File: src/rtl/fcl_rbus_pkg.sv
// fcl_rbus_pkg: shared RBus widths, arbiter FSM encoding and timeout-counter sizing.
package fcl_rbus_pkg;
   localparam int RBUS_AW = 16;
   localparam int RBUS_DW = 16;
   typedef enum logic [1:0] {IDLE, ISSUE, WAIT, RESP} rbus_state_t;
   function automatic int cnt_width(input int cycles);
      return $clog2(cycles);
   endfunction
endpackage

File: src/rtl/fcl_rbus_req_latch.sv
// fcl_rbus_req_latch: one master's pending request; write wins over read, strobes while full flag overrun.
module fcl_rbus_req_latch import fcl_rbus_pkg::*; #(
   parameter int AW = RBUS_AW,
   parameter int DW = RBUS_DW
) (
   input  logic          sys_clk_buf,
   input  logic          sys_reset,
   input  logic [AW-1:0] req_addr,
   input  logic [DW-1:0] req_data,
   input  logic          rd,
   input  logic          wr,
   input  logic          clear,
   output logic          valid,
   output logic          dir,
   output logic [AW-1:0] addr,
   output logic [DW-1:0] data,
   output logic          overrun
);
   logic strobe;
   assign strobe  = rd | wr;
   assign overrun = strobe & valid;
   always_ff @(posedge sys_clk_buf or posedge sys_reset)
      if (sys_reset) begin
         valid <= 1'b0;
         dir   <= 1'b0;
         addr  <= '0;
         data  <= '0;
      end else if (clear) begin
         valid <= 1'b0;
      end else if (strobe && !valid) begin
         valid <= 1'b1;
         dir   <= wr;
         addr  <= req_addr;
         data  <= req_data;
      end
endmodule

File: src/rtl/fcl_rbus_arbiter.sv
// fcl_rbus_arbiter: round-robin two-master RBus arbiter with one outstanding
// transaction on the shared bus and a slave response timeout.
module fcl_rbus_arbiter import fcl_rbus_pkg::*; #(
   parameter int RBUS_ADDR_WIDTH = RBUS_AW,
   parameter int RBUS_DATA_WIDTH = RBUS_DW,
   parameter int TIMEOUT_CYCLES  = 64
) (
   input  logic                       sys_clk_buf,
   input  logic                       sys_reset,
   input  logic [RBUS_ADDR_WIDTH-1:0] m0_addr_in,
   input  logic [RBUS_DATA_WIDTH-1:0] m0_data_in,
   input  logic                       m0_read_in,
   input  logic                       m0_write_in,
   output logic [RBUS_DATA_WIDTH-1:0] m0_data_out,
   output logic                       m0_ack_out,
   output logic                       m0_timeout_out,
   input  logic [RBUS_ADDR_WIDTH-1:0] m1_addr_in,
   input  logic [RBUS_DATA_WIDTH-1:0] m1_data_in,
   input  logic                       m1_read_in,
   input  logic                       m1_write_in,
   output logic [RBUS_DATA_WIDTH-1:0] m1_data_out,
   output logic                       m1_ack_out,
   output logic                       m1_timeout_out,
   output logic [RBUS_ADDR_WIDTH-1:0] bus_addr_out,
   output logic [RBUS_DATA_WIDTH-1:0] bus_data_out,
   output logic                       bus_read_out,
   output logic                       bus_write_out,
   input  logic [RBUS_DATA_WIDTH-1:0] bus_data_in,
   input  logic                       bus_ack_in,
   output logic                       busy_out,
   output logic                       owner_out,
   output logic                       overrun_out
);
   localparam int CW = cnt_width(TIMEOUT_CYCLES);
   localparam logic [CW-1:0] CNT_LAST = CW'(TIMEOUT_CYCLES - 1);
   rbus_state_t state, state_next;
   logic [CW-1:0] cnt, cnt_next;
   logic [1:0] valid, dir, clear, ovr;
   logic [RBUS_ADDR_WIDTH-1:0] addr0, addr1, addr_next;
   logic [RBUS_DATA_WIDTH-1:0] data0, data1, wdata_next, rdata_next;
   logic pref, pref_next, grant, owner_next, rd_next, wr_next, ack_next, to_next;

   fcl_rbus_req_latch #(.AW(RBUS_ADDR_WIDTH), .DW(RBUS_DATA_WIDTH)) u_req0 (
      .sys_clk_buf(sys_clk_buf), .sys_reset(sys_reset), .req_addr(m0_addr_in), .req_data(m0_data_in),
      .rd(m0_read_in), .wr(m0_write_in), .clear(clear[0]), .valid(valid[0]), .dir(dir[0]),
      .addr(addr0), .data(data0), .overrun(ovr[0]));
   fcl_rbus_req_latch #(.AW(RBUS_ADDR_WIDTH), .DW(RBUS_DATA_WIDTH)) u_req1 (
      .sys_clk_buf(sys_clk_buf), .sys_reset(sys_reset), .req_addr(m1_addr_in), .req_data(m1_data_in),
      .rd(m1_read_in), .wr(m1_write_in), .clear(clear[1]), .valid(valid[1]), .dir(dir[1]),
      .addr(addr1), .data(data1), .overrun(ovr[1]));

   // m1 wins only when m0 is absent or the preference bit points at m1
   assign grant = valid[1] & (~valid[0] | pref);

   always_comb begin
      state_next = state;
      cnt_next   = cnt;
      pref_next  = pref;
      owner_next = owner_out;
      addr_next  = bus_addr_out;
      wdata_next = bus_data_out;
      rd_next    = 1'b0;
      wr_next    = 1'b0;
      ack_next   = 1'b0;
      to_next    = 1'b0;
      rdata_next = '0;
      clear      = 2'b00;
      case (state)
         IDLE: if (|valid) begin
            state_next = ISSUE;
            owner_next = grant;
            pref_next  = ~grant;
            addr_next  = grant ? addr1 : addr0;
            wdata_next = grant ? data1 : data0;
            wr_next    = grant ? dir[1] : dir[0];
            rd_next    = ~wr_next;
         end
         ISSUE: begin
            state_next = WAIT;
            cnt_next   = '0;
         end
         WAIT: if (bus_ack_in) begin
            state_next = RESP;
            ack_next   = 1'b1;
            rdata_next = bus_data_in;
         end else if (cnt == CNT_LAST) begin
            state_next = RESP;
            ack_next   = 1'b1;
            to_next    = 1'b1;
         end else begin
            cnt_next = cnt + 1'b1;
         end
         RESP: begin
            state_next = IDLE;
            clear      = owner_out ? 2'b10 : 2'b01;
         end
         default: state_next = IDLE;
      endcase
   end

   always_ff @(posedge sys_clk_buf or posedge sys_reset)
      if (sys_reset) state <= IDLE;
      else state <= state_next;

   always_ff @(posedge sys_clk_buf or posedge sys_reset)
      if (sys_reset) begin
         cnt            <= '0;
         pref           <= 1'b0;
         owner_out      <= 1'b0;
         bus_addr_out   <= '0;
         bus_data_out   <= '0;
         bus_read_out   <= 1'b0;
         bus_write_out  <= 1'b0;
         m0_ack_out     <= 1'b0;
         m1_ack_out     <= 1'b0;
         m0_timeout_out <= 1'b0;
         m1_timeout_out <= 1'b0;
         m0_data_out    <= '0;
         m1_data_out    <= '0;
         busy_out       <= 1'b0;
         overrun_out    <= 1'b0;
      end else begin
         cnt            <= cnt_next;
         pref           <= pref_next;
         owner_out      <= owner_next;
         bus_addr_out   <= addr_next;
         bus_data_out   <= wdata_next;
         bus_read_out   <= rd_next;
         bus_write_out  <= wr_next;
         m0_ack_out     <= ack_next & ~owner_out;
         m1_ack_out     <= ack_next & owner_out;
         m0_timeout_out <= to_next & ~owner_out;
         m1_timeout_out <= to_next & owner_out;
         m0_data_out    <= owner_out ? '0 : rdata_next;
         m1_data_out    <= owner_out ? rdata_next : '0;
         busy_out       <= state_next != IDLE;
         overrun_out    <= overrun_out | (|ovr);
      end
endmodule
File: config.mk
export PLATFORM = sky130hd
export DESIGN_NAME = fcl_rbus_arbiter
export DESIGN_NICKNAME = d
export VERILOG_FILES = /design/src/rtl/fcl_rbus_pkg.sv /design/src/rtl/fcl_rbus_req_latch.sv /design/src/rtl/fcl_rbus_arbiter.sv
export SDC_FILE = /design/constraint.sdc
export NUM_CORES = 1
export LEC_CHECK = 0
export CAP_MARGIN = 0
export CORE_UTILIZATION = 38
export CTS_CLUSTER_DIAMETER = 40
export CTS_CLUSTER_SIZE = 40
export DETAILED_ROUTE_END_ITERATION = 7
export PLACE_DENSITY = 0.68
export SLEW_MARGIN = 15
export SYNTH_ARGS = -nofsm -noshare
export SYNTH_HDL_FRONTEND = slang
export SYNTH_HIERARCHICAL = 1
export SYNTH_SLANG_ARGS = --single-unit
File: constraint.sdc
create_clock -name sys_clk_buf -period 2.8 [get_ports sys_clk_buf]
set_input_delay 0.56 -clock sys_clk_buf [delete_from_list [all_inputs] [get_ports sys_clk_buf]]
set_output_delay 0.56 -clock sys_clk_buf [all_outputs]
set_load 0.01 [all_outputs]
==> flow_summary.toml, run 1 <==
[yosys]
synth_seq_cells = 150
syn_inst = 417
avgSynthCellArea_um2 = 14.3
syn_area_um2 = 5970
synth-main-ff-cell = "dfrtp_1"
yosys_warnings = 6
synth_edf_count = 0
ys_seq_area_share_pct = 62.9
ys_async_sr_fraction_pct = 100
yosysUniqueCellTypes = 45
syn_nets = 509

[sta]
clock_skew_ns = 0.00488
slew_violations = 0
setup_ws_ns = 0.657
rsz0062_at_grt = "false"
hold_viol_final = 0
worst_pin_slew_ns = 0.558
fin_crit_sh_pct = 76.5
fmax_ghz = 0.467
setup_violations = 0
relSlewSlack_pct = 62.7
tns_ns = 0
min_period_ns = 2.14

[floorplanning]
initial_core_util_pct = 39.1
ios = 160
die_area_um2 = 16200
die_w_um = 127
rows = 45
die_h_um = 127
core_area_um2 = 15300

[detailed_routing]
first_pass_iters = 4
drc = 0
vias = 4013
routedWlPerCell_um = 17.5
drtAntennaViolNets = 0
viasPerCell = 4.97
finalWirelength_um = 14100
drt_iter0_markers = 122

[cells_and_area]
fin_util_pct = 54.6
layout.nets = 676
layout_commonest_cell = "clkdlybuf4s50_1"
diodes = 0
final_cell_mix = "clkdlybuf4s50_1, dfrtp_1, mux2_2"
drive_above_1_share_pct = 19.9
syn_to_final_growth_pct = 39.5

[clock_tree]
insertion_delay_ns = 0.42
cts_inserted_buffers = 17
cts_buffer_depth = 2
cts_root_buffer = "clkbuf_16"
cts_tree = "yes"
htree_levels = 4
hold_buffers = 0
cts_resized = 0
cts_setup_buffers = 0
path_clk_slew_ns = 0.06
cts_sinks = 150

[placed_design]
place_congestion = 0.764
place.detailed.hpwl_um = 9890
port_buffers = 159
place_ws_ns = 0.594

[critical_path]
critical_path.top_delay_family = "buffers and inverters"
slowest_stage = "and3_1"
crit_required_ns = 3.16
path_max_fanout = 25
worstSetupPathType = "register to register"
cp-start-kind = "register"
rr_startpoint = "state[0]"
worst-path-buf-inv = 3
crit_chain = "inv_1 > ha_1 > buf_4 > and3_1 > buf_4 > a221o_1"
path_common_cell = "buf_4"
r2r_slack_ns = 0.66
arrival_ns = 2.50
worst_path_largest_cell_delay_ns = 0.45
crit_path_start = "state[0]"
end_kind = "register"

[worst_hold_path]
hp-class = "primary input to asynchronous set/reset pin"

[global_routing]
grt_start_max_net_pins = 48
track_usage_pct = 18.8
gr-total-overflow = 0
grt_pass1_wl_um = 22700
antenna_found_initial = 1
grt_pass1_vias = 4281

[pwr]
p_leak_uw = 0.00373
vdd_drop_max_uv = 562
pwr_density_cell_nw_per_um2 = 1050

[outcome]
status = "finished clean"

[flow_run]
cap_violations = 0
## power by group
| part | total [uW] | internal, uW | switching [uW] |
|---|---|---|---|
| registers | 3560 | 3030 | 523 |
| clock network | 2070 | 1210 | 856 |
| logic | 3130 | 1800 | 1330 |
## worst register-to-register path, cell delays in order, from the launching register on
cell	delay, ns
dfrtp_1	0.43
inv_1	0.11
ha_1	0.21
buf_4	0.25
and3_1	0.45
buf_4	0.39
a221o_1	0.23
## metal layers
metal  GRT usage [%]  up-vias  wire [um]
li1                -     1843          -
met1            23.2     2001       6160
met2            30.1      144       6650
met3            6.62       23       1110
met4            7.56        2        219
met5               0        -         12
## cell usage after synthesis, drive strengths merged, types with 3 or more instances
library cell | n | share of area, %
a21o | 3 | 0.38
a221o | 32 | 5.4
and2 | 36 | 3.8
and3 | 38 | 4.0
buf | 19 | 2.7
clkbuf | 5 | 0.31
dfrtp | 150 | 63
ha | 5 | 1.0
inv | 6 | 0.38
mux2 | 64 | 12
nand2 | 5 | 0.31
nand2b | 4 | 0.54
nor2 | 8 | 0.50
nor2b | 5 | 0.52
nor3 | 7 | 0.96
## worst paths after layout
check | cells past startpoint | end
worst min register to register | 1 | overrun_out
worst min-delay path | 2 | bus_addr_out[1]
max in group asynchronous | 3 | u_req0/data[0]
worst max register to register | 6 | bus_data_out[9]
min in group sys_clk_buf | 1 | overrun_out
worst max-delay path | 6 | bus_data_out[9]
## through the flow
stage                     cells  total power [uW]  hold slack, ns  instance area [um^2]
after floorplan             417              5490           0.465                  5970
after global placement      776              6600           0.458                  7790
after detailed placement    776              6740           0.461                  7790
after CTS                   808              8840           0.433                  8330
after global routing        808              9280           0.474                  8330
final                       808              8750           0.447                  8330
## layout make-up
| type | count | area (um^2) |
|---|---|---|
| clock buffer | 23 | 488 |
| sequential | 150 | 3750 |
| inverter | 6 | 23.8 |
| timing repair buffer | 172 | 1730 |
| tap | 211 | 264 |
| clock inverter | 9 | 51.3 |
| fill | 1308 | 6930 |
| multi-input combinational | 237 | 2020 |
## sequential cells by signal, indices dropped and copies added, names as in the netlist, 2 cells and up
| name | cells |
|---|---|
| bus_addr_out | 16 |
| bus_data_out | 16 |
| cnt | 6 |
| m0_data_out | 16 |
| m1_data_out | 16 |
| state | 2 |
| u_req0/addr | 16 |
| u_req0/data | 16 |
| u_req1/addr | 16 |
| u_req1/data | 16 |
## kinds of logic (layout without fill, tap and decap cells)
| family | after synthesis | count (layout) | share of synthesized area [%] |
|---|---|---|---|
| fa+ha+maj | 5 | 5 | 1.05 |
| buf+inv | 30 | 210 | 3.37 |
| mux | 65 | 65 | 12.5 |
| compound gates | 53 | 53 | 8.22 |
| flops | 150 | 150 | 62.9 |
| simple gates | 114 | 114 | 12.0 |
No activity file was read; power rests on OpenSTA's default activity.
==> run 2: changes to the inputs <==
--- a/config.mk
+++ b/config.mk
@@ -10,7 +10,7 @@
 export CTS_CLUSTER_DIAMETER = 40
 export CTS_CLUSTER_SIZE = 40
 export DETAILED_ROUTE_END_ITERATION = 7
-export PLACE_DENSITY = 0.68
+export PLACE_DENSITY = 0.65
 export SLEW_MARGIN = 15
 export SYNTH_ARGS = -nofsm -noshare
 export SYNTH_HDL_FRONTEND = slang
==> constraint.sdc (replaced) <==
create_clock -name sys_clk_buf -period 2.25 [get_ports sys_clk_buf]
set_input_delay 0.45 -clock sys_clk_buf [delete_from_list [all_inputs] [get_ports sys_clk_buf]]
set_output_delay 0.45 -clock sys_clk_buf [all_outputs]
set_load 0.01 [all_outputs]
==> flow_summary.toml, run 2 (synthesis results as in run 1) <==
[pwr]
p_int_uw = 7900
switching_share_pct = 30.2
pwr_density_cell_nw_per_um2 = 1340
comb_power_share_pct = 34.4
vdd_drop_max_uv = 683
clkPwrFrac_pct = 26.5
p_leak_uw = 0.00376
seqPwrFrac_pct = 39.1
p_switching_uw = 3410

[clock_tree]
cts_sinks = 150
cts_inserted_buffers = 17
hold_buffers = 0
cts_tree = "yes"
path_clk_slew_ns = 0.06
htree_levels = 4
cts_root_buffer = "clkbuf_16"
cts_setup_buffers = 0
cts_buffer_depth = 2
insertion_delay_ns = 0.43
cts_resized = 0

[placed_design]
dp.cells = 776
place_congestion = 0.769
place.detailed.hpwl_um = 9710
port_buffers = 159
place_area_um2 = 7820

[floorplanning]
ios = 160
die_h_um = 127
die_w_um = 127
die_area_um2 = 16200
core_area_um2 = 15300
rows = 45
initial_core_util_pct = 39.1

[cells_and_area]
fin_cells = 808
final_cell_mix = "clkdlybuf4s50_1, dfrtp_1, mux2_2"
layout.nets = 676
diodes = 0
drive_above_1_share_pct = 19.9
layout_commonest_cell = "clkdlybuf4s50_1"
syn_to_final_growth_pct = 41.5
final_cell_area_um2 = 8440
fin_util_pct = 55.3

[detailed_routing]
maxUsedRoutingLayer = "met4"
drc = 0
route.met3.wl_um = 1280
routedWlPerCell_um = 17.6
met2_length_um = 6670
first_pass_iters = 4
vias = 4034
drtAntennaViolNets = 0
drt_iter0_markers = 163
finalWirelength_um = 14200
wl_met1_um = 6020
viasPerCell = 4.99

[sta]
relSlewSlack_pct = 32.7
tns_ns = 0
setup_violations = 0
fmax_ghz = 0.542
hold_slack_ns = 0.448
fin_crit_sh_pct = 82.0
rsz0062_at_grt = "false"
hold_viol_final = 0
clock_skew_ns = 0.00664
slew_violations = 0
worst_pin_slew_ns = 1.01
min_period_ns = 1.85

[flow_run]
cap_violations = 0

[critical_path]
end_kind = "register"
arrival_ns = 2.15
worstSetupPathType = "register to register"
path_max_fanout = 32
crit_required_ns = 2.56
cp-start-kind = "register"
rr_worst_depth = 5

[global_routing]
track_usage_pct = 18.7
grt_pass1_wl_um = 22500
grt_start_max_net_pins = 36
antenna_found_initial = 0
gr-total-overflow = 0
grt_pass1_vias = 4270

[worst_hold_path]
hp-class = "primary input to asynchronous set/reset pin"

[outcome]
status = "finished clean"
-- run 2: cell count changes in the layout (fill, tap and decap cells not counted) --
cell        delta
clkbuf_8       -3
o21ai_2        -1
clkinvlp_4     +2
o21ai_4        +1
clkinv_4       +1
bufinv_16      +4
clkinv_2       -5
buf_4          -2
buf_12         +2
inv_6          +1
-- run 2: cell type report --
| type | instances | area [um^2] |
|---|---|---|
| inverter | 6 | 26.3 |
| multi-input combinational | 237 | 2030 |
| sequential | 150 | 3750 |
| clock buffer | 20 | 447 |
| timing repair buffer | 172 | 1750 |
| clock inverter | 12 | 176 |
| fill | 1278 | 6810 |
| tap | 211 | 264 |
-- run 2: final timing paths --
kind                              endpoint   startpoint  slack (ns)
max                        u_req1/addr[14]     state[0]        0.40
min                        bus_addr_out[2]    sys_reset        0.45
max reg2reg                u_req1/addr[14]     state[0]        0.40
min reg2reg                    overrun_out  overrun_out        0.46
max in group asynchronous   m1_data_out[1]    sys_reset        1.28
min in group sys_clk_buf       overrun_out  overrun_out        0.46
-- run 2: power by group through the flow --
stage / Sequential, uW / Clock (uW) / Combinational [uW]
2_1_floorplan: 4440 / 0 / 2390
3_3_place_gp: 4400 / 0 / 3820
3_5_place_dp: 4450 / 0 / 3940
4_1_cts: 4420 / 3060 / 3950
5_1_grt: 4560 / 3180 / 4240
6_report: 4420 / 3000 / 3890
-- run 2: metal layers --
metal | vias to the layer above | track usage, %
met4 | 0 | 7.63
met2 | 152 | 29.7
li1 | 1844 | -
met5 | - | 0
met3 | 22 | 7.54
met1 | 2016 | 22.7
-- run 2: per-stage QoR --
| step | power [uW] | setup WS (ns) |
|---|---|---|
| 2_1_floorplan | 6830 | 0.527 |
| 3_3_place_gp | 8220 | 0.310 |
| 3_5_place_dp | 8390 | 0.270 |
| 4_1_cts | 11400 | 0.389 |
| 5_1_grt | 12000 | 0.280 |
| 6_report | 11300 | 0.404 |
-- run 2: critical path: stages, from the launching register on --
cell,delay [ns]
dfrtp_1,0.43
ha_1,0.23
and2_1,0.21
nor3_4,0.23
buf_12,0.25
mux2_2,0.37
==> edit (config.mk and constraints of run 2) <==
`RBUS_DW`: 16 -> 20.
--- a/src/rtl/fcl_rbus_pkg.sv
+++ b/src/rtl/fcl_rbus_pkg.sv
@@ -2,5 +2,5 @@
 package fcl_rbus_pkg;
    localparam int RBUS_AW = 16;
-   localparam int RBUS_DW = 16;
+   localparam int RBUS_DW = 20;
    typedef enum logic [1:0] {IDLE, ISSUE, WAIT, RESP} rbus_state_t;
    function automatic int cnt_width(input int cycles);
Interface: changed (6 resized); port bits go from 160 to 184. No check against the original RTL was run, so the function may have changed too.
==> edit against run 2 <==
- design area up 11%
- total power increased by 8.4%
- setup slack worse by 0.11 ns
- area after synthesis up 12%
- synthesized cell count rose by 11%
- die area increased by 12%
- wire length up 12%
- sequential cell count rose by 20
==> edit: results (changes against run 2) <==
status=completed; worst slew pin tran=0.7429 ns (-0.2632 ns); Max stage delay cell, worst path=clkdlybuf4s50_1; worst path arrival time=1.51 ns (-0.64 ns); Peak VDD IR=0.0006738 V (-1.4%); Logic power comb=4490 uW (+15%); sequential fraction of the synthesis area=63.79% (+0.91 points); first-pass GRT wire length=25240 um (+12%); internal power=8293 uW (+5.0%); Worst Reg-to-Reg Cells=5 (unchanged); GPL Wtd Cong=0.7929 (+3.1%); Initial DRC Count=196 (+20%); layout cells sized above 1=18.25% (-1.7 points); Layout fillers=1395 (+9.2%); Via Count=4456 (+10%); Synth Area in Compound Gates=7.767% (-0.45 points); Adder-Cell Fraction of Synth Area=0.9381% (-0.11 points); crit-path leading delay family=buffers and inverters; clk_lat worst skew=0.43 ns (about the same); dominant cells by area after synthesis=dfrtp_1 (64%), mux2_2 (11%), a221o_1 (5.4%); mux contribution to synthesized area=12.46% (-0.034 points); count of cell types in the netlist=41 (-8.9%); max incr delay on CP=0.59 ns (+0.16 ns); pin count of the biggest net entering global routing=45 (+25%); CTS root buffer=clkbuf_16; Seq group=4970 uW (+12%); largest buffer count on any clock path=2 (unchanged); vias in the first global route=4704 (+10%); post-CTS setup buffer count=0 (unchanged); Tot Pwr=12260 uW (+8.4%); R2R Setup Slk=0.34 ns (-0.06 ns); worst r2r src=state[0]; RR Endpoint=u_req1/addr[9]; PortBufs=183 (+15%); H-tree levels=4 (unchanged); post-cts repair resize count=0 (unchanged); min-delay worst type=in -> async; routed len/inst=17.89 um (+1.8%); Final Skew=0.009524 ns (+0.002882 ns); Leak Pwr=0.004163 uW (+11%); DP HPWL=10750 um (+11%); Mapped Nets=566 (+11%); GRT Total Usage=18.63% (-0.11 points); synth cell count leaders=dfrtp_1 (170), mux2_2 (68), and2_1 (42); critical path fanouts, max=8 (-75%); clock transition at the registers of the reported paths=around 0.070 ns; Final nets=754 (+12%)
==> edit: changes by cell type in the layout (fill, tap and decap cells not counted), moves of 5 or more <==
cell	delta
dfrtp_1	+20
and2_1	+6
clkdlybuf4s50_1	+24
mux2_2	+8
inv_6	+5
==> edit: worst max path at each step <==
stage / slack [ns] / endpoint / cells after the start / from
after global routing: 0.23 / owner_out / 1 / owner_out
after detailed placement: 0.25 / u_req1/addr[14] / 5 / m1_write_in
after CTS: 0.26 / owner_out / 1 / owner_out
final: 0.29 / owner_out / 1 / owner_out
after floorplan: 0.42 / u_req1/addr[10] / 5 / state[0]
after global placement: 0.30 / u_req0/data[13] / 5 / m0_write_in
==> edit: stage by stage <==
step,setup WS (ns),instance area (um2),instances,hold WS (ns)
3_5_place_dp,0.2548,8768,855,0.4531
4_1_cts,0.2649,9340,887,0.4522
3_3_place_gp,0.2953,8768,855,0.4553
6_report,0.2898,9368,888,0.4456
2_1_floorplan,0.4166,6673,462,0.4496
5_1_grt,0.2280,9368,888,0.4543
==> edit: routing by layer <==
layer / vias up / share of wire [%] / track usage, %
met5: - / 0 / 0
met4: 0 / 1.0 / 5.431
met3: 16 / 6.7 / 6.269
met2: 152 / 50 / 31.23
met1: 2244 / 43 / 22.85
li1: 2044 / - / -
==> edit: cell type report <==
type / instances / area [um2] / share of cell area [%]
inverter: 7 / 30.03 / 0.3206
clock buffer: 17 / 425.4 / 4.541
tap: 225 / 281.5 / 3.005
timing repair buffer: 195 / 2029 / 21.66
multi-input combinational: 259 / 2201 / 23.49
sequential: 170 / 4254 / 45.41
clock inverter: 15 / 146.4 / 1.563
==> edit: cell families after synthesis <==
family	after synthesis
flops	170
simple gates	123
compound gates	57
buf+inv	33
mux	74
fa+ha+maj	5
